--- config.mk ---
export PLATFORM = sky130hd
export DESIGN_NAME = dm_arbiter
export DESIGN_NICKNAME = d
export VERILOG_FILES = /design/src/rtl/dm_arbiter_pkg.sv /design/src/rtl/dm_rr_arb.sv /design/src/rtl/dm_arbiter.sv
export SDC_FILE = /design/constraint.sdc
export NUM_CORES = 1
export LEC_CHECK = 0
export CORE_ASPECT_RATIO = 0.7
export CORE_MARGIN = 4
export CORE_UTILIZATION = 29
export CTS_BUF_LIST = sky130_fd_sc_hd__clkbuf_4 sky130_fd_sc_hd__clkbuf_8 sky130_fd_sc_hd__clkbuf_16
export DETAILED_ROUTE_END_ITERATION = 8
export GPL_TIMING_DRIVEN = 0
export MAX_ROUTING_LAYER = met4
export PLACE_DENSITY_LB_ADDON = 0.2
export SETUP_SLACK_MARGIN = 0.1
export SYNTH_ARGS = -nofsm -noshare
export SYNTH_HDL_FRONTEND = slang
export SYNTH_SLANG_ARGS = --single-unit
--- constraint.sdc ---
create_clock -name clk_i -period 3.5 [get_ports clk_i]
set_input_delay 0.7 -clock clk_i [delete_from_list [all_inputs] [get_ports clk_i]]
set_output_delay 0.7 -clock clk_i [all_outputs]
set_load 0.01 [all_outputs]
--- src/rtl/dm_arbiter_pkg.sv ---
// Shared types and defaults for the data-memory port arbiter.
package dm_arbiter_pkg;

  localparam int unsigned DefAddrW = 12;
  localparam int unsigned DefDepth = 4096;

  typedef enum logic {
    StClear,
    StRun
  } state_e;

  typedef enum logic {
    ReqCpu,
    ReqDma
  } req_e;

endpackage

--- src/rtl/dm_rr_arb.sv ---
// Two-way round-robin arbiter (CPU vs DMA) holding the most-recent-grant register.
module dm_rr_arb
  import dm_arbiter_pkg::*;
(
  input  logic clk_i,
  input  logic rst_ni,
  input  logic en_i,
  input  logic req_cpu_i,
  input  logic req_dma_i,
  output logic gnt_cpu_o,
  output logic gnt_dma_o
);

  req_e last_gnt_q, last_gnt_d;

  always_comb begin
    gnt_cpu_o = 1'b0;
    gnt_dma_o = 1'b0;
    if (en_i) begin
      if (req_cpu_i && req_dma_i) begin
        // On a tie the side that lost most recently wins.
        gnt_cpu_o = (last_gnt_q == ReqDma);
        gnt_dma_o = (last_gnt_q == ReqCpu);
      end else begin
        gnt_cpu_o = req_cpu_i;
        gnt_dma_o = req_dma_i;
      end
    end
  end

  always_comb begin
    last_gnt_d = last_gnt_q;
    if (gnt_cpu_o) begin
      last_gnt_d = ReqCpu;
    end else if (gnt_dma_o) begin
      last_gnt_d = ReqDma;
    end
  end

  always_ff @(posedge clk_i) begin
    if (!rst_ni) begin
      last_gnt_q <= ReqDma;
    end else begin
      last_gnt_q <= last_gnt_d;
    end
  end

endmodule

--- src/rtl/dm_arbiter.sv ---
// Data-memory port arbiter: CPU/DMA round-robin plus optional post-reset clear.
// Define DM_CLEAR_EN to compile in the clear engine that zeroes memory after reset.
module dm_arbiter
  import dm_arbiter_pkg::*;
#(
  parameter int unsigned AddrW = DefAddrW,
  parameter int unsigned Depth = DefDepth
) (
  input  logic             clk_i,
  input  logic             rst_ni,
  input  logic             cpu_req_i,
  input  logic             cpu_we_i,
  input  logic [AddrW-1:0] cpu_addr_i,
  input  logic [3:0]       cpu_be_i,
  input  logic [31:0]      cpu_wdata_i,
  output logic [31:0]      cpu_rdata_o,
  output logic             cpu_stall_o,
  input  logic             dma_req_i,
  input  logic             dma_we_i,
  input  logic [AddrW-1:0] dma_addr_i,
  input  logic [3:0]       dma_be_i,
  input  logic [31:0]      dma_wdata_i,
  output logic             dma_gnt_o,
  output logic             dma_rvalid_o,
  output logic [31:0]      dma_rdata_o,
  output logic             busy_o,
  output logic [AddrW-1:0] dm_addr_o,
  output logic [31:0]      dm_wdata_o,
  output logic [3:0]       dm_be_o,
  input  logic [31:0]      dm_rdata_i
);

  if (Depth == 0 || Depth > (1 << AddrW)) begin : g_depth_chk
    $error("dm_arbiter: Depth must be in 1 .. 2**AddrW");
  end

  logic             clearing;
  logic [AddrW-1:0] clr_addr;
  logic             gnt_cpu, gnt_dma;

`ifdef DM_CLEAR_EN
  state_e           state_q, state_d;
  logic [AddrW-1:0] clr_cnt_q, clr_cnt_d;

  always_ff @(posedge clk_i) begin
    if (!rst_ni) begin
      state_q   <= StClear;
      clr_cnt_q <= '0;
    end else begin
      state_q   <= state_d;
      clr_cnt_q <= clr_cnt_d;
    end
  end

  always_comb begin
    state_d   = state_q;
    clr_cnt_d = clr_cnt_q;
    if (state_q == StClear) begin
      clr_cnt_d = clr_cnt_q + 1'b1;
      if (clr_cnt_q == AddrW'(Depth - 1)) begin
        state_d = StRun;
      end
    end
  end

  always_comb begin
    clearing = (state_q == StClear);
    clr_addr = clr_cnt_q;
  end
`else
  assign clearing = 1'b0;
  assign clr_addr = '0;
`endif

  dm_rr_arb u_rr_arb (
    .clk_i     (clk_i),
    .rst_ni    (rst_ni),
    .en_i      (!clearing),
    .req_cpu_i (cpu_req_i),
    .req_dma_i (dma_req_i),
    .gnt_cpu_o (gnt_cpu),
    .gnt_dma_o (gnt_dma)
  );

  always_comb begin
    dm_addr_o  = cpu_addr_i;
    dm_wdata_o = 32'h0;
    dm_be_o    = 4'h0;
    if (clearing) begin
      dm_addr_o = clr_addr;
      dm_be_o   = 4'hF;
    end else if (gnt_cpu) begin
      dm_addr_o  = cpu_addr_i;
      dm_wdata_o = cpu_wdata_i;
      dm_be_o    = cpu_we_i ? cpu_be_i : 4'h0;
    end else if (gnt_dma) begin
      dm_addr_o  = dma_addr_i;
      dm_wdata_o = dma_wdata_i;
      dm_be_o    = dma_we_i ? dma_be_i : 4'h0;
    end
  end

  assign busy_o      = clearing;
  assign cpu_rdata_o = dm_rdata_i;
  assign cpu_stall_o = cpu_req_i & ~gnt_cpu;
  assign dma_gnt_o   = gnt_dma;

  logic        rvalid_q, rvalid_d;
  logic [31:0] rdata_q, rdata_d;

  always_comb begin
    rvalid_d = gnt_dma & ~dma_we_i;
    rdata_d  = rvalid_d ? dm_rdata_i : rdata_q;
  end

  always_ff @(posedge clk_i) begin
    if (!rst_ni) begin
      rvalid_q <= 1'b0;
      rdata_q  <= 32'h0;
    end else begin
      rvalid_q <= rvalid_d;
      rdata_q  <= rdata_d;
    end
  end

  assign dma_rvalid_o = rvalid_q;
  assign dma_rdata_o  = rdata_q;

endmodule

==> results.toml, run 1 <==
[run_status]
status = "finished, final reports clean"

[worst_setup_path]
crit_arrival_ns = 2.58
critPathMaxFanout = 10
startpoint_type = "input pin"
cp-end-kind = "output port"
worstSetupPathType = "input pin to output port"
critPathRequiredTime_ns = 2.80

[run]
max_cap_violations = 0

[final_layout]
nets = 629
final_common_cell = "clkdlybuf4s50_1"
stdcell_area_um2 = 4891
mostFrequentLayoutCells = "clkdlybuf4s50_1 (246), nand2_1 (66), buf_4 (36)"
post-route-util_pct = 70.12
fill_cells = 596
layout.cells.non_filler = 590
areaGrowthSynthToFinish_pct = 128.3
multi_input_area_um2 = 1089
antenna_cells = 0
drive_above_1_share_pct = 13.71
register_area_um2 = 680.7

[cts]
clk_pin_slew_ns = 0.07
cts_tree = "yes"
clockBufferDepth = 2
cts_sinks = 34
cts_inserted_buffers = 5
clock_latency_ns = 0.28
h-tree-depth = 2
cts_root_buf = "clkbuf_8"

[pwr]
pwr_density_cell_nw_per_um2 = 286.9
p_leak_uw = 0.001967
ir_drop_mv = 0.2343

[route]
viasPerCell = 4.514
dr_total_vias = 2663
drt_iter0_drc = 100
drc = 0
ant_nets = 0
wirelength_mm = 10.05
drt_pass1_iterations = 4
wl_per_cell_um = 17.03

[synth]
netlist_instances = 241
syn_nets = 375
yosysSeqAreaShare_pct = 31.78
syn_area_per_cell_um2 = 8.888
synth_warnings = 0
ys_types = 17
syn_area_um2 = 2142
synth.ff_latch_count = 34

[grt]
grt_max_degree = 12
antenna_found_initial = 0
grt_usage_pct = 22.12
grt_overflow = 0
grt_pass1_wl_mm = 15.15
grt_pass1_vias = 2833

[sta]
rsz0062_at_grt = "no"
clock-skew-final_ns = 0.006540
setup_viol = 0
timing_hold_violations_final = 0
maxSlewViolCount = 0
timing.final.crit_share_pct = 93.63
fin_crit_ns = 3.277
max_freq_mhz = 305.1
finalSetupTns_ns = 0

[placed_design]
dpl.hpwl_mm = 8.643
placedCellCount = 582
gp_congestion = 0.8072
placed_area_um2 = 4732
io_buffers = 247

[min_path]
hold_path_class = "register to register"

[die]
fp.dieH_um = 79.91
core_um2 = 6975
io_pins = 250
die_w_um = 110.7
dieArea_um2 = 8847
rows = 25
start_util_pct = 30.71
logic make-up (layout without fill, tap and decap cells):
family                 Yosys count  count (layout)  share of synthesized area, %
other                            1               1                        0.1751
AO/OA/AOI/OAI                   39              39                         16.24
multiplexers                    44              44                         21.26
buffers and inverters           53             308                         17.76
flip-flops                      34              34                         31.78
AND/OR/NAND/NOR                 70              70                         12.79
what timing repair did:
item	CTS	global route
gates resized for setup	0	4
setup endpoints to repair	0	31
buffers inserted	0	0
hold buffers	0	0
power by group:
| group | leakage, µW | total [µW] | internal, µW | switching (µW) |
|---|---|---|---|---|
| sequential | 0.000277 | 413 | 404 | 9.16 |
| clock | 0.0000714 | 446 | 304 | 142 |
| combinational | 0.00162 | 544 | 358 | 186 |
path summary, 6_finish.rpt:
path	start	to	slack [ns]	cells after the start
worst max-delay path	cpu_req_i	dm_wdata_o[1]	0.22	5
worst min-delay path	dma_rdata_o[1]	dma_rdata_o[1]	0.46	2
worst max register to register	u_rr_arb.last_gnt_q	dma_rdata_o[20]	2.22	5
worst min register to register	dma_rdata_o[1]	dma_rdata_o[1]	0.46	2
through the flow:
step | power (µW) | hold WS (ns) | setup WS [ns]
floorplan | 616.8 | 0.4790 | 1.309
finish | 1403 | 0.4616 | 0.2229
detailed placement | 965.6 | 0.4468 | 0.1074
global placement | 955.9 | 0.4407 | 0.1786
CTS | 1420 | 0.4601 | 0.1035
global route | 1475 | 0.4808 | 0.1340
layer usage:
metal,track usage [%],part of all wire [%]
met5,-,0
met4,5.781,1.3
met3,7.348,7.0
met2,39.23,52
met1,24.17,39
synthesized netlist by cell type:
master     n  area share (%)
dfxtp_1   34              32
buf_6      5             2.6
a32o_1     4             1.9
a22o_1    32              13
and2b_1    1            0.35
o21ai_0    1            0.23
clkbuf_1   6             1.1
inv_1      1            0.18
mux2_2    12             6.3
nand2_1   66              12
and3_1     1            0.29
buf_2      4            0.93
and2_1     2            0.58
a21boi_2   2             1.1
buf_4     37              13
conb_1     1            0.18
mux2i_1   32              15
critical path, cell delays in order:
cell and delay [ns]:
clkdlybuf4s50_1 0.56, a21boi_4 0.35, buf_4 0.25, a22o_1 0.16, clkdlybuf4s50_1 0.55
area by class of cell:
type / count / share of cell area (%)
Clock buffer: 6 / 1.688
Multi-Input combinational cell: 154 / 22.26
Clock inverter: 2 / 1.228
Tap cell: 94 / 2.405
Sequential cell: 34 / 13.92
Timing Repair Buffer: 247 / 50.60
Inverter: 1 / 0.07675
Buffer: 52 / 7.828
state kept, by name (all words and copies together) (netlist names):
| name | count |
|---|---|
| u_rr_arb.last_gnt_q | 1 |
| dma_rvalid_o | 1 |
| dma_rdata_o | 32 |
No activity file was read; power rests on OpenSTA's default activity.
==> run 2, diff against run 1 <==
--- a/config.mk
+++ b/config.mk
@@ -5,9 +5,11 @@
 export SDC_FILE = /design/constraint.sdc
 export NUM_CORES = 1
 export LEC_CHECK = 0
+export CELL_PAD_IN_SITES_DETAIL_PLACEMENT = 1
+export CELL_PAD_IN_SITES_GLOBAL_PLACEMENT = 1
 export CORE_ASPECT_RATIO = 0.7
 export CORE_MARGIN = 4
-export CORE_UTILIZATION = 29
+export CORE_UTILIZATION = 19
 export CTS_BUF_LIST = sky130_fd_sc_hd__clkbuf_4 sky130_fd_sc_hd__clkbuf_8 sky130_fd_sc_hd__clkbuf_16
 export DETAILED_ROUTE_END_ITERATION = 8
 export GPL_TIMING_DRIVEN = 0
==> constraint.sdc (replaced) <==
create_clock -name clk_i -period 3.9 [get_ports clk_i]
set_input_delay 0.78 -clock clk_i [delete_from_list [all_inputs] [get_ports clk_i]]
set_output_delay 0.78 -clock clk_i [all_outputs]
set_load 0.01 [all_outputs]
==> run 2 against run 1 <==
Effect of this change:
- cell count increased by 10%
- final area increased by 2.2%
- register-to-register slack improved by 0.43 ns
- first-iteration DRC count decreased by 38%
- clock-buffer cell count decreased by 1
- sequential power decreased by 10%
- clock skew decreased by 0.00076 ns
- routed wire length increased by 15%
- critical path depth increased by 1
- via count increased by 0.11%
- worst hold slack got worse by 0.0029 ns
- clock power increased by 16%
- highest routed layer unchanged
==> results.toml, run 2 (synthesis gave the netlist of run 1 again) <==
[sta]
setup_viol = 0
fin_crit_ns = 3.549
timing.hold.ws_ns = 0.4587
maxSlewHeadroom_pct = 66.59
tightest_slew_ns = 0.5012
max_freq_mhz = 281.8
finalSetupTns_ns = 0
timing.final.crit_share_pct = 90.99
clock-skew-final_ns = 0.005783
worst_slack_ns = 0.3513
rsz0062_at_grt = "no"
maxSlewViolCount = 0
timing_hold_violations_final = 0

[grt]
grt_overflow = 0
grt_pass1_vias = 2883
grt_max_degree = 13
grt_usage_pct = 17.49
antenna_found_initial = 0
grt_pass1_wl_mm = 17.37

[route]
wirelength_mm = 11.59
drt_pass1_iterations = 4
viasPerCell = 4.108
drt_iter0_drc = 62
dr_total_vias = 2666
ant_nets = 0
wl_per_cell_um = 17.86
drc = 0

[pwr]
pwr-share-clk_pct = 37.4
ir_drop_mv = 0.2330
sw_frac_of_total_pct = 23.80
switching_power_uw = 328.0
p_leak_uw = 0.001975
power_frac_seq_pct = 26.9
pwr_density_cell_nw_per_um2 = 275.7
cellInternalPower_uw = 1050
pwr-share-comb_pct = 35.7

[die]
die_w_um = 134.9
start_util_pct = 19.45
core_um2 = 11010
fp.dieH_um = 96.84
dieArea_um2 = 13060
io_pins = 250
rows = 32

[worst_setup_path]
startpoint_type = "input pin"
crit_arrival_ns = 2.77
critPathMaxFanout = 10
startpoint = "dma_req_i"
cp-end-kind = "output port"
critPathRequiredTime_ns = 3.12
timing.rr.start = "u_rr_arb.last_gnt_q"
worstSetupPathType = "input pin to output port"

[cts]
h-tree-depth = 2
clk_pin_slew_ns = 0.06
clockBufferDepth = 2
cts_tree = "yes"
postCtsSetupBuffers = 0
cts_resized = 0
clock_latency_ns = 0.27
cts_inserted_buffers = 5
holdBufCountCts = 0
cts_root_buf = "clkbuf_16"
cts_sinks = 34

[final_layout]
nets = 629
drive_above_1_share_pct = 13.71
stdcell_area_um2 = 5000
register_area_um2 = 680.7
mostFrequentLayoutCells = "clkdlybuf4s50_1 (247), nand2_1 (66), buf_4 (37)"
areaGrowthSynthToFinish_pct = 133.4
final_common_cell = "clkdlybuf4s50_1"
fill_cells = 1269
multi_input_area_um2 = 1081
antenna_cells = 0
largest_reg_flops = 32

[placed_design]
io_buffers = 247
place_ws_ns = 0.3294
dpl.hpwl_mm = 9.937
placed_area_um2 = 4806
gp_congestion = 0.8304

[min_path]
hold_path_class = "register to register"
min-delay-start = "dma_rdata_o[17]"

[run]
max_cap_violations = 0

[run_status]
status = "finished, final reports clean"
-- run 2: worst max-delay path, stage by stage --
cell,delay [ns]
clkdlybuf4s50_1,0.55
a21boi_2,0.21
buf_4,0.20
buf_2,0.27
a22o_1,0.18
clkdlybuf4s50_1,0.58
-- run 2: power groups by stage --
| stage | Sequential [µW] | Clock (µW) | Combinational (µW) |
|---|---|---|---|
| after global routing | 373 | 544 | 521 |
| after CTS | 372 | 530 | 499 |
| final | 371 | 516 | 492 |
| after global placement | 378 | 0 | 488 |
| after detailed placement | 379 | 0 | 496 |
| after floorplan | 385 | 0 | 169 |
-- run 2: stage by stage --
stage | total power (µW) | util (%) | instances
after floorplan | 553.6 | - | 241
after global routing | 1439 | 45.41 | 649
after global placement | 865.6 | 43.65 | 641
final | 1378 | 45.41 | 649
after CTS | 1401 | 45.41 | 649
after detailed placement | 874.7 | 43.65 | 641
-- run 2: cell type report --
| cell class | instances | share of cell area, % |
|---|---|---|
| flip-flops and latches | 34 | 13.61 |
| well taps | 153 | 3.829 |
| multi-input cells | 154 | 21.62 |
| clock inverters | 3 | 1.376 |
| clock buffers | 5 | 2.503 |
| inverters | 1 | 0.07508 |
| repair buffers | 247 | 49.45 |
| plain buffers | 52 | 7.533 |
-- run 2: path summary, 6_finish.rpt --
| path | slack [ns] | end | depth (start not counted) |
|---|---|---|---|
| min reg2reg | 0.46 | dma_rdata_o[17] | 2 |
| min | 0.46 | dma_rdata_o[17] | 2 |
| max reg2reg | 2.65 | dma_rdata_o[10] | 5 |
| max | 0.35 | dm_wdata_o[7] | 6 |
-- run 2: metal layers --
layer	up-vias	GRT usage (%)	wire, µm
li1	1307	-	-
met2	114	29.58	5645
met3	6	5.509	978
met1	1239	21.04	4888
met5	-	-	0
met4	0	2.113	78
